--- src/rtl/alu_operand_seq_if.sv ---
// Instruction handshake bundle between an instruction source and alu_operand_seq.
// The source drives the instruction fields and valid; the sequencer answers with ready.
interface alu_operand_seq_if #(
  parameter int NREGS = 8
);
  localparam int AW = $clog2(NREGS);

  logic          instr_valid;
  logic          instr_ready;
  logic          instr_op;
  logic [AW-1:0] instr_rd;
  logic [AW-1:0] instr_rs1;
  logic [AW-1:0] instr_rs2;

  modport master (
    output instr_valid,
    output instr_op,
    output instr_rd,
    output instr_rs1,
    output instr_rs2,
    input  instr_ready
  );

  modport slave (
    input  instr_valid,
    input  instr_op,
    input  instr_rd,
    input  instr_rs1,
    input  instr_rs2,
    output instr_ready
  );
endinterface

--- src/rtl/alu_operand_seq.sv ---
// Operand sequencer for the ADD/NOT ALU: owns the register file, issues one
// instruction at a time to the ALU and writes the registered result back.
//
// state | meaning
// IDLE  | ready for an instruction; register-file preload allowed
// ISSUE | operands driven to the ALU; carry captured at the closing edge
// WB    | ALU result written to rf[rd]; done pulse
module alu_operand_seq #(
  parameter int WIDTH = 32,
  parameter int NREGS = 8,
  localparam int AW   = $clog2(NREGS)
) (
  input  logic             clk,
  input  logic             rst_n,
  alu_operand_seq_if.slave instr,
  input  logic             init_we,
  input  logic [AW-1:0]    init_addr,
  input  logic [WIDTH-1:0] init_data,
  output logic [WIDTH-1:0] alu_a,
  output logic [WIDTH-1:0] alu_b,
  output logic             alu_select,
  input  logic             alu_cout,
  input  logic [WIDTH-1:0] alu_result,
  output logic             done,
  output logic             carry,
  input  logic [AW-1:0]    dbg_addr,
  output logic [WIDTH-1:0] dbg_data
);

  typedef enum logic [1:0] {
    IDLE  = 2'd0,
    ISSUE = 2'd1,
    WB    = 2'd2
  } state_t;

  state_t state, state_nxt;

  logic             op_q;
  logic [AW-1:0]    rd_q;
  logic [AW-1:0]    rs1_q;
  logic [AW-1:0]    rs2_q;
  logic [WIDTH-1:0] rf [NREGS];
  logic             accept;

  assign accept = instr.instr_valid && instr.instr_ready;

  always_ff @(posedge clk or negedge rst_n) begin
    if (!rst_n) begin
      state <= IDLE;
    end else begin
      state <= state_nxt;
    end
  end

  always_comb begin
    state_nxt         = state;
    instr.instr_ready = 1'b0;
    done              = 1'b0;
    alu_a             = '0;
    alu_b             = '0;
    alu_select        = 1'b0;
    case (state)
      IDLE: begin
        instr.instr_ready = 1'b1;
        if (instr.instr_valid) begin
          state_nxt = ISSUE;
        end
      end
      ISSUE: begin
        // NOT only looks at A, so B is parked at zero rather than left on rs2.
        alu_a      = rf[rs1_q];
        alu_b      = op_q ? rf[rs2_q] : '0;
        alu_select = op_q;
        state_nxt  = WB;
      end
      WB: begin
        done      = 1'b1;
        state_nxt = IDLE;
      end
      default: begin
        state_nxt = IDLE;
      end
    endcase
  end

  always_ff @(posedge clk or negedge rst_n) begin
    if (!rst_n) begin
      op_q  <= 1'b0;
      rd_q  <= '0;
      rs1_q <= '0;
      rs2_q <= '0;
    end else if (accept) begin
      op_q  <= instr.instr_op;
      rd_q  <= instr.instr_rd;
      rs1_q <= instr.instr_rs1;
      rs2_q <= instr.instr_rs2;
    end
  end

  always_ff @(posedge clk or negedge rst_n) begin
    if (!rst_n) begin
      carry <= 1'b0;
    end else if (state == ISSUE) begin
      carry <= op_q ? alu_cout : 1'b0;
    end
  end

  // Preload and writeback live in disjoint states, so one write port suffices.
  always_ff @(posedge clk or negedge rst_n) begin
    if (!rst_n) begin
      for (int i = 0; i < NREGS; i++) begin
        rf[i] <= '0;
      end
    end else if (state == IDLE && init_we) begin
      rf[init_addr] <= init_data;
    end else if (state == WB) begin
      rf[rd_q] <= alu_result;
    end
  end

  assign dbg_data = rf[dbg_addr];

endmodule

--- src/flat_wrapper.sv ---
// flat-port wrapper written by rule: the top's interface ports become plain ports
module alu_operand_seq_flat 
#(
  parameter int WIDTH = 32,
  parameter int NREGS = 8,
  localparam int AW   = $clog2(NREGS)
)
  (clk, rst_n, init_we, init_addr, init_data, alu_a, alu_b, alu_select, alu_cout, alu_result, done, carry, dbg_addr, dbg_data, instr_instr_valid, instr_instr_op, instr_instr_rd, instr_instr_rs1, instr_instr_rs2, instr_instr_ready);
  alu_operand_seq_if #(.NREGS(NREGS)) instr_i ();
  input  logic clk;
  input  logic rst_n;
  input  logic init_we;
  input  logic [AW-1:0] init_addr;
  input  logic [WIDTH-1:0] init_data;
  output logic [WIDTH-1:0] alu_a;
  output logic [WIDTH-1:0] alu_b;
  output logic alu_select;
  input  logic alu_cout;
  input  logic [WIDTH-1:0] alu_result;
  output logic done;
  output logic carry;
  input  logic [AW-1:0] dbg_addr;
  output logic [WIDTH-1:0] dbg_data;
  input wire logic [$bits(instr_i.instr_valid)-1:0] instr_instr_valid;
  input wire logic [$bits(instr_i.instr_op)-1:0] instr_instr_op;
  input wire logic [$bits(instr_i.instr_rd)-1:0] instr_instr_rd;
  input wire logic [$bits(instr_i.instr_rs1)-1:0] instr_instr_rs1;
  input wire logic [$bits(instr_i.instr_rs2)-1:0] instr_instr_rs2;
  output wire logic [$bits(instr_i.instr_ready)-1:0] instr_instr_ready;
  assign instr_i.instr_valid = instr_instr_valid;
  assign instr_i.instr_op = instr_instr_op;
  assign instr_i.instr_rd = instr_instr_rd;
  assign instr_i.instr_rs1 = instr_instr_rs1;
  assign instr_i.instr_rs2 = instr_instr_rs2;
  assign instr_instr_ready = instr_i.instr_ready;
  alu_operand_seq #(.WIDTH(WIDTH), .NREGS(NREGS)) u_core (.clk(clk), .rst_n(rst_n), .instr(instr_i), .init_we(init_we), .init_addr(init_addr), .init_data(init_data), .alu_a(alu_a), .alu_b(alu_b), .alu_select(alu_select), .alu_cout(alu_cout), .alu_result(alu_result), .done(done), .carry(carry), .dbg_addr(dbg_addr), .dbg_data(dbg_data));
endmodule
--- config.mk ---
export PLATFORM = sky130hd
export DESIGN_NAME = alu_operand_seq_flat
export DESIGN_NICKNAME = d
export VERILOG_FILES = /design/src/rtl/alu_operand_seq_if.sv /design/src/rtl/alu_operand_seq.sv /design/src/flat_wrapper.sv
export SDC_FILE = /design/constraint.sdc
export NUM_CORES = 1
export LEC_CHECK = 0
export CORE_MARGIN = 2
export CORE_UTILIZATION = 45
export CTS_CLUSTER_DIAMETER = 30
export CTS_CLUSTER_SIZE = 12
export DETAILED_ROUTE_END_ITERATION = 10
export DONT_BUFFER_PORTS = 1
export HOLD_SLACK_MARGIN = 0.12
export SYNTH_ARGS = -nofsm -noshare
export SYNTH_HDL_FRONTEND = slang
export SYNTH_SLANG_ARGS = --single-unit
--- constraint.sdc ---
create_clock -name clk -period 2.6 [get_ports clk]
set_input_delay 0.26 -clock clk [delete_from_list [all_inputs] [get_ports clk]]
set_output_delay 0.26 -clock clk [all_outputs]
set_load 0.02 [all_outputs]
### After elaboration in Yosys (flattened, before gate mapping)

Cells that the tools add are included.

* flip-flop bits (word level): 269
* word-level logic and storage cells: 61

* $lt $le $gt $ge: 7
* bitwise gates (word level): 5
* reductions and logical operators: 6
* eq/ne operators: 3
* mux-type cells: 26

Operators with widths (count)
* $bwmux 256: 2
* $mux 256: 2
* $mux 32: 11
* $bmux 32 s3: 3
* $demux 32 s3: 2
* $ge 4x4->1 const B: 5
* $not 3->4: 5
* $lt 4x1->1 const B: 2
* $logic_and 1x1->1: 4
* $mux 1: 4
* $pmux 2 s2: 1
* $eq 2x1->1 const B: 1
* $eq 2x2->1 const B: 1
* $logic_not 2->1: 1
* $mux 2: 1
* $ne 2x2->1 const B: 1
* $reduce_bool 2->1: 1

### Longest topological paths before layout

Gate-level depths: netlist of run 1.

* depth in word-level cells: 8
* gate-level depth with buffers: 6

### Worst setup path after synthesis of run 1

OpenSTA, ideal clock, no wires.

* kind: flip-flop to flip-flop
* start: reg u_core.state[0]
* end: reg u_core.rf[245] (netlist name)
* setup slack: 0.725 ns
* data arrival time: 1.750 ns
* cell stages (with the launch flop): 6
* path buffers: 2
* path through: dfrtp_1 clkbuf_1 or3b_4 o22ai_4 buf_6 mux2_2

* word-level cells in the longest chain between the ends: 3
* elaborated cells between the ends (all ways): 5

Ends and longest elaborated chain
* start: declaration: line alu_operand_seq.sv:36 `state_t state, state_nxt;`
* start signal: assignment: line alu_operand_seq.sv:51 `state <= state_nxt;`
* $logic_not 2->1: line alu_operand_seq.sv:114 `end else if (state == IDLE && init_we) begin`
* $logic_and 1x1->1: line alu_operand_seq.sv:114
* $mux 256 or $reduce_bool 2->1 (tied branches)
* end signal: indexed assignment: line alu_operand_seq.sv:115 `rf[init_addr] <= init_data;`
* end signal: indexed assignment: line alu_operand_seq.sv:117 `rf[rd_q] <= alu_result;`
* end: declaration: line alu_operand_seq.sv:42 `logic [WIDTH-1:0] rf [NREGS];`

Parallel ways exist; a longest one is shown, timed or not.
A chain may end at the register's enable or synchronous reset.

### Worst setup path after layout of run 1

* start: reg u_core.state[1]
* end: out alu_a[13]

* word-level cells in the longest chain between the ends: 2

Ends and longest elaborated chain
* $eq 2x1->1: line alu_operand_seq.sv:62 `case (state)`
* $mux 32: line alu_operand_seq.sv:62
* end: declaration: line flat_wrapper.sv:15 `output logic [WIDTH-1:0] alu_a;`

No other way between the ends.

==> metrics.txt, run 1 <==
final hold slack=-589 ps; Overall Global Routing Usage=31.9%; ys async rst share=100%; clk slew on worst S/H paths=40 ps; post-synth top area cell=dfrtp_1; Worst-Skew Late Latency=570 ps; Core ar.=43300 µm²; critical path class=reg2out; HPWL Detailed=42.3 mm; measured slew at the worst slew-check pin=748 ps; Final nets=1659; Hold Fails Final Rpt=269; Syn Inst Count=1609; area of the multi-input gates=12000 µm²; Comb pwr share=31.8%; Worst Setup End Kind=primary output; top cells by area, synth=dfrtp_1 (34%), mux2_2 (16%), mux4_2 (15%); Starting Density=45.8%; CTS Sinks=269; drt drc=0; crit path DAT=2320 ps; Die Span Y=214 µm; Seq pwr share=27.9%; CTS Buffer Depth=3; Die Width=214 µm; violated checks=negative hold slack; CTS tree=built; YS warnings=0; Int Power=15.2 mW; Slew Limit Fails=0; hold buffer count at CTS=12; FF+latch area=6740 µm²; synthesis-stage register bit count=269; Overflow after GRT=0; NetSw=7.74 mW; Pleak=9.66 nW; startpoint types=flop; RSZ-0062 raised after global routing=true; simple-gate share of the synthesized area=6.02%; Final Cycle Share=99.1%; Max VDD drop=0.418 mV; WL per Instance=33.1 µm; CP max FO=24; Initial DRT Pass Iterations=5; combinational family with the most area after synthesis=multiplexers; Synth Area in XOR/XNOR=0%; CTS Buf Count=71; post-layout min period=2580 ps; Tot Pwr=22.9 mW; Synth top cells by count=mux2_2 (274), dfrtp_1 (269), o32ai_1 (256); initial antenna violation count=2; Final Skew=17.5 ps; DR iter-0 viols=1787; I/O pins=185; Syn Area/Cell=12.3 µm²; Routed Antenna Nets=0; worst hold path class=in2async; # rows=76; switching share of power=33.7%; CTS H-Tree Depth=3; Seq/Total Area, Yosys=34.0%; share of layout cells above drive strength 1=41.4%; I/O Buffers=0; P&R area growth vs syn=17.5%; mux cell area share after synthesis=39.6%; Yosys top cell area share=34.0%; PD cells=985 nW/µm²; Net Count, Synth=1694; slew margin rel.=50.1%; post-layout util=53.8%; pin count of the biggest net entering global routing=270; endpoints failing setup=0; fin cells=2217; DRT Wirelength=73.4 mm; maxcap violations=0; number of synthesized flops with an enable pin=0; post-synthesis adder-cell area fraction=0%; Inst Count DP=2064; die area=45700 µm²; Synth cell types=32; Vias=16200; synthesized cell area=19800 µm²; Worst EP required=2340 ps; first-pass GRT wire length=107 mm; Fillers=3647; vias in the first global route=16200; Clock power frac=40.3%; vias per cell=7.31; ys flop type=dfrtp_1; top-count cell post-synth=mux2_2; GPL Wtd Cong=0.841; outcome=finished with violations; Root Buffer=clkbuf_16; Max Clk Rate=0.388 GHz; area fraction in compound gates after synthesis=14.5%
## worst max-delay path: stages (launching register included)
cell and delay [ps]:
dfrtp_1 400, buf_4 260, nand2b_2 420, buf_12 290
nor2_1 350
## cell usage in the layout, fill, tap and decap left out, types with 8 or more instances in the layout
cell           netlist  routed
nand4bb_1           32      32
nand2_1             35      34
bufinv_16            0      11
mux4_2             128     128
mux2_1              24      24
mux2_2             274     274
clkbuf_16            0      75
buf_4                8      92
clkbuf_8             0       9
nand2b_1            35      32
mux2i_1            160     159
a22oi_1             64      64
o32ai_1            256     256
clkinv_2             0      13
buf_12               0      22
nor2_1              34      26
clkbuf_1           115      12
and3_1              32      30
o22ai_4              6       8
dlygate4sd3_1        0      12
dfrtp_1            269     263
## repair_timing
action                                  in CTS  in global routing
hold endpoints to repair                   281                269
resized for setup                            7                  5
endpoints found under the setup margin      32                 19
setup buffers                                8                  1
cloned                                       0                  1
## per-stage QoR
stage                     hold slack, ps  worst slack, ps  setup TNS [ps]  cell area, µm²
after floorplan                    -35.6              725               0           19800
after global placement             -23.4              324               0           20500
after detailed placement           -23.3              257               0           20500
after CTS                           -601             15.8               0           23200
after global routing                -607            -35.5            -394           23300
final                               -589             23.4               0           23300
## flip-flops by register name (all words and copies together), names as in the netlist
name,flops
u_core.rd_q,3
u_core.op_q,1
u_core.carry,1
u_core.rs1_q,3
u_core.rs2_q,3
u_core.state,2
u_core.rf,256
## logic make-up (layout without fill, tap and decap cells)
kind of cell           Yosys count  in the layout
muxes                          586            586
buffers and inverters          238            260
other                            0              1
DFF                            269            269
and+or+nand+nor                188            188
AOI/OAI and AO/OA              328            328
## power by group through the flow
stage,clock (mW),sequential [mW],combinational [mW]
after global placement,0,6.34,6.88
after CTS,9.30,6.33,7.17
after detailed placement,0,6.43,6.98
after global routing,9.54,6.50,7.66
after floorplan,0,5.87,5.42
final,9.25,6.39,7.29
## path summary, 6_finish.rpt
kind                            startpoint  slack, ps         endpoint  cells past startpoint
max                        u_core.state[1]         20        alu_a[13]                      4
min                                  rst_n       -590  u_core.rs1_q[1]                      0
max reg2reg                u_core.state[0]        240   u_core.rf[216]                      4
min reg2reg                  u_core.rf[56]        540    u_core.rf[56]                      1
max in group asynchronous            rst_n       2780   u_core.rf[174]                      0
min in group clk             alu_result[5]        180     u_core.rf[5]                      3
## layer usage
metal  vias to the layer above  routed length [µm]  GRT usage [%]
met5                         -                   0              0
met4                         0                2350           12.5
met3                       164                7320           8.96
met2                      1024               34200           49.6
met1                      8473               29500           42.3
li1                       6539                   -              -
## final cells by class
cell class	count	share of cell area (%)
Multi-Input combinational cell	1102	51.5
Clock inverter	35	2.12
Inverter	2	0.0323
Clock buffer	95	8.68
Tap cell	585	3.14
Timing Repair Buffer	128	5.53
Sequential cell	269	29.0
Antenna cell	1	0.0108
No activity file was read; power rests on OpenSTA's default activity.
==> run 2, diff against run 1 <==
CTS_CLUSTER_DIAMETER = 80   (was 30)
==> run 2 against run 1 <==
The run still ends with negative hold slack left. Clock-buffer cell count is 64 lower. Sequential cell count stayed put. Non-clock buffer count is 1 higher. Sequential power about the same. First-iteration DRC count down 8.9%. Sequential share of layout area increased by 2.5 points. Combinational power barely moved. Critical endpoint is now alu_a[19]. Largest power group is now combinational cells.
==> metrics.txt, run 2 (synthesized netlist as in run 1, its figures left out) <==
Initial DRT Pass Iterations=6 (+1); CP max FO=6 (-75%); measured slew at the worst slew-check pin=1040 ps (+288 ps); DR iter-0 viols=1628 (-8.9%); startpoint types=flop; vias per cell=7.37 (+0.92%); initial antenna violation count=1 (-1); # rows=76 (unchanged); CTS H-Tree Depth=1 (-2); slew margin rel.=30.9% (-19 points); Max VDD drop=0.456 mV (+9.1%); Routed Antenna Nets=0 (unchanged); Vias=15600 (-3.5%); placed inst area=20500 µm² (unchanged); final instance area=21500 µm² (-7.8%); crit path DAT=2320 ps (about the same); Worst EP required=2340 ps (about the same); total negative setup slack=0 ps (unchanged); Hold Fails Final Rpt=269 (unchanged); CTS tree=built; slack of the worst reg-to-reg path=240 ps (about the same); Root Buffer=clkbuf_16; CTS Buf Count=26 (-63%); Inst Count DP=2064 (unchanged); drt drc=0 (unchanged); pin count of the biggest net entering global routing=270 (unchanged); Starting Density=45.8% (unchanged); Final Cycle Share=99.4% (+0.29 points); Die Width=214 µm (unchanged); die area=45700 µm² (unchanged); Max Clk Rate=0.387 GHz (-0.29%); CTS Sinks=269 (unchanged); clk slew on worst S/H paths=70 ps (+30 ps); Final nets=1615 (-2.7%); Slew Limit Fails=0 (unchanged); outcome=finished with violations; first-pass GRT wire length=105 mm (-1.8%); maxcap violations=0 (unchanged); Worst-Skew Late Latency=580 ps (about the same); Top reg by flops=u_core.rf; RSZ-0062 raised after global routing=true; most frequent cells in the layout=mux2_2 (274), dfrtp_1 (263), o32ai_1 (256), mux2i_1 (159), mux4_2 (128); vias in the first global route=15700 (-3.0%); origin of the critical flop-to-flop path=u_core.state[0]; fin cells=2121 (-4.3%); CTS Buffer Depth=3 (unchanged); Overflow after GRT=0 (unchanged); GPL Wtd Cong=0.841 (unchanged); Core ar.=43300 µm² (unchanged); DRT Wirelength=71.7 mm (-2.3%); Die Span Y=214 µm (unchanged); commonest non-fill, non-tap cell in the layout=mux2_2; hold buffer count at CTS=12 (unchanged); HPWL Detailed=42.3 mm (unchanged); Critical Path Start=u_core.rs1_q[0]; endpoints failing setup=0 (unchanged); Worst Setup End Kind=primary output; post-layout min period=2580 ps (+7.42 ps); share of layout cells above drive strength 1=38.2% (-3.2 points); I/O pins=185 (unchanged); worst hold path class=in2async; I/O Buffers=0 (unchanged); Pleak=8.77 nW (-9.2%); final hold slack=-602 ps (-12.6 ps); P&R area growth vs syn=8.38%; Final Skew=21.8 ps (+4.25 ps); critical path class=reg2out; violated checks=negative hold slack; WL per Instance=33.8 µm (+2.2%); PD cells=798 nW/µm² (-19%); max FFs per register=256 (unchanged); Overall Global Routing Usage=31.2% (-0.71 points)
[run 2: cell types whose count changed in the layout (fill, tap and decap cells not counted), moves of 4 or more]
cell,change
clkbuf_16,-48
clkinv_2,-13
bufinv_16,-11
clkbuf_8,-9
clkbuf_1,-7
inv_6,-5
clkinvlp_4,-4
[run 2: area by class of cell]
class | count | area, µm²
fillers | 3844 | 21800
multi-input cells | 1102 | 12000
flip-flops and latches | 269 | 6740
repair buffers | 129 | 1290
well taps | 585 | 732
clock buffers | 31 | 669
clock inverters | 2 | 25.0
inverters | 2 | 10.0
diodes | 1 | 2.50
[run 2: stage by stage]
stage               hold slack [ps]  util (%)  setup WS [ps]  power [mW]
finish                         -602      49.6           16.0        17.1
global route                   -621      49.6          -31.5        17.8
CTS                            -610      49.4           1.93        17.0
detailed placement            -23.3      47.3            257        13.4
global placement              -23.4      47.3            324        13.2
floorplan                     -35.6         -            725        11.3
[run 2: power breakdown]
part           leakage (nW)  total (mW)  internal, mW  switching (mW)
sequential             3.66        6.37          5.18            1.19
clock                 0.337        3.48          1.80            1.68
combinational          4.78        7.28          3.49            3.80
[run 2: worst paths after layout]
kind,cells past startpoint,end
hold reg to reg,2,u_core.carry
min in group clk,3,u_core.rf[3]
setup / recovery,6,alu_a[19]
hold / removal,0,u_core.carry
setup reg to reg,4,u_core.rf[194]
max in group asynchronous,0,u_core.rs2_q[1]
[run 2: critical path: stages (launching register included)]
cell     delay, ps
dfrtp_4        550
buf_8          170
buf_12         140
buf_4          130
mux4_2         400
mux2i_1        230
nor2_2         130
[run 2: layer usage]
layer	part of all wire (%)	wire, µm	GRT usage [%]	vias up
met4	3.6	2570	12.0	0
met3	9.5	6850	7.62	167
met2	46	33100	48.6	846
met5	0	0	0	-
met1	41	29300	42.0	8227
li1	-	-	-	6401
[run 2: what timing repair did]
| action | 4_1_cts | 5_1_grt |
|---|---|---|
| setup endpoints to repair | 31 | 20 |
| gates resized for setup | 6 | 9 |
| pin swaps | 0 | 1 |
| buffers inserted | 8 | 2 |
| gates cloned | 0 | 1 |
| hold endpoints to repair | 281 | 269 |
==> RTL edit: new RTL, flow settings as in run 1 <==
`NREGS` is set to 8 in 3 places; all go to 4.
--- a/src/rtl/alu_operand_seq_if.sv
+++ b/src/rtl/alu_operand_seq_if.sv
@@ -3,3 +3,3 @@
 interface alu_operand_seq_if #(
-  parameter int NREGS = 8
+  parameter int NREGS = 4
 );
--- a/src/rtl/alu_operand_seq.sv
+++ b/src/rtl/alu_operand_seq.sv
@@ -9,3 +9,3 @@
   parameter int WIDTH = 32,
-  parameter int NREGS = 8,
+  parameter int NREGS = 4,
   localparam int AW   = $clog2(NREGS)
--- a/src/flat_wrapper.sv
+++ b/src/flat_wrapper.sv
@@ -4,3 +4,3 @@
   parameter int WIDTH = 32,
-  parameter int NREGS = 8,
+  parameter int NREGS = 4,
   localparam int AW   = $clog2(NREGS)
Ports: changed (5 resized); port bits go from 185 to 180. No check against the original RTL was run, so the function may have changed too.
==> RTL edit against run 1 <==
The run still ends with negative hold slack left; die area down 52%; sequential cell count down 131; via count down 48%; register-to-register slack worse by 160 ps; clock skew down 11 ps; final area down 51%; area after synthesis down 53%; sequential power down 30%; wire length down 52%; total power down 45%; synthesized cell count down 51%; clock power down 71%; setup slack better by 21 ps; critical path type unchanged.
==> RTL edit: results (changes against run 1) <==
Post-CTS Hold Buffers=107 (+95); complex-gate fraction of the synthesized area=20.4% (+5.9 points); worst hold slack=-466 ps (+123 ps); met2 WL=16,900 um (-51%); initial antenna violation count=0 (-2); VDD IR max=0.472 mV (+13%); share of layout cells above drive strength 1=20.8% (-21 points); GRT met2 Usage=51.6% (+2.1 points); met1 Usage GRT=41.9% (-0.39 points); Detailed Place HPWL=19,200 um (-55%); failing checks=negative hold slack; Lkg Pwr=4.35 nW (-55%); Via density=7.50 (+2.7%); Setup Slack @ Placement=553 ps (+297 ps); part of the power in combinational logic=43.3% (+12 points); crit path launch=u_core.rs1_q[1]; post-synth net total=869 (-49%); vias in the first global route=8,921 (-45%); Worst EP arrival=2300 ps (-20 ps); PortBufs=0 (unchanged); reg2reg start=u_core.state[1]; Synth area leaders=dfrtp_1, mux4_2, a2bb2oi_1; Critical Path Max Stage Delay=1120 ps (+700 ps); worst setup path endpoint=alu_a[22]; gpl congestion=0.816 (-2.9%); Cell Area, Placed=9590 sq um (-53%); total track usage=32.7% (+0.88 points); Relative slew margins=21.9% (-28 points); post_cts resized=0 (-7); CP Max Fanout=33 (+38%); Total Nets Final=918 (-45%); max reg flops=128 (-50%); M1 WL=13,000 um (-56%); Ys Warns=0 (unchanged); r2r setup slk=80 ps (-160 ps); ant diodes=0 (-1); CP max stage cell=dfrtp_2; Sw Pwr=4.65 mW (-40%); multiplexer share of the synthesized area=24.2% (-15 points); cells after synthesis=789 (-51%); synth cell count leaders=dfrtp_1, mux4_2, a2bb2oi_1, nand3_1, o31ai_1; r2r worst-path depth=6 (+2); Seq/Total Area, Yosys=37.0% (+3.0 points); Top delay family on crit path=flip-flops; fmax=0.391 GHz (+0.84%); final hold vios=138 (-49%); Final Skew=6.19 ps (-11.4 ps); post-synth cell types=27 (-16%); final WL=35,600 um (-52%); total CTS buffers=17 (-76%); pin count of the biggest net entering global routing=139 (-49%); global-route wire length before repair=54,100 um (-50%); clk pwr=2.72 mW (-71%); met3 wire len=4200 um (-43%); Clock power frac=21.4% (-19 points); DR iter-0 viols=1,066 (-40%); status=complete, but fails checks; placed cell count=980 (-53%); drt wl/cell=31.7 um (-4.2%)
-- RTL edit: cell types whose count changed in the layout (fill, tap and decap cells not counted), moves of 64 or more --
cell	change
buf_4	-69
and2_1	+64
dlygate4sd3_1	+93
a2bb2oi_1	+95
mux2i_1	-159
o32ai_1	-256
nand3_1	+94
o31ai_1	+95
mux2_2	-273
a22oi_1	-64
dfrtp_1	-129
-- RTL edit: worst reg2reg max path, stage by stage (launching register included) --
cell	delay, ps
dfrtp_1	520
nand4bb_2	380
buf_4	280
o21ai_4	160
buf_4	350
a2bb2oi_1	210
dlygate4sd3_1	580
-- RTL edit: layout make-up --
type | count | area, sq um
Inverter | 3 | 11.3
Timing Repair Buffer | 137 | 1390
Clock inverter | 5 | 129
Clock buffer | 27 | 523
Fill cell | 1686 | 8940
Sequential cell | 138 | 3460
Tap cell | 270 | 338
Multi-Input combinational cell | 541 | 5510
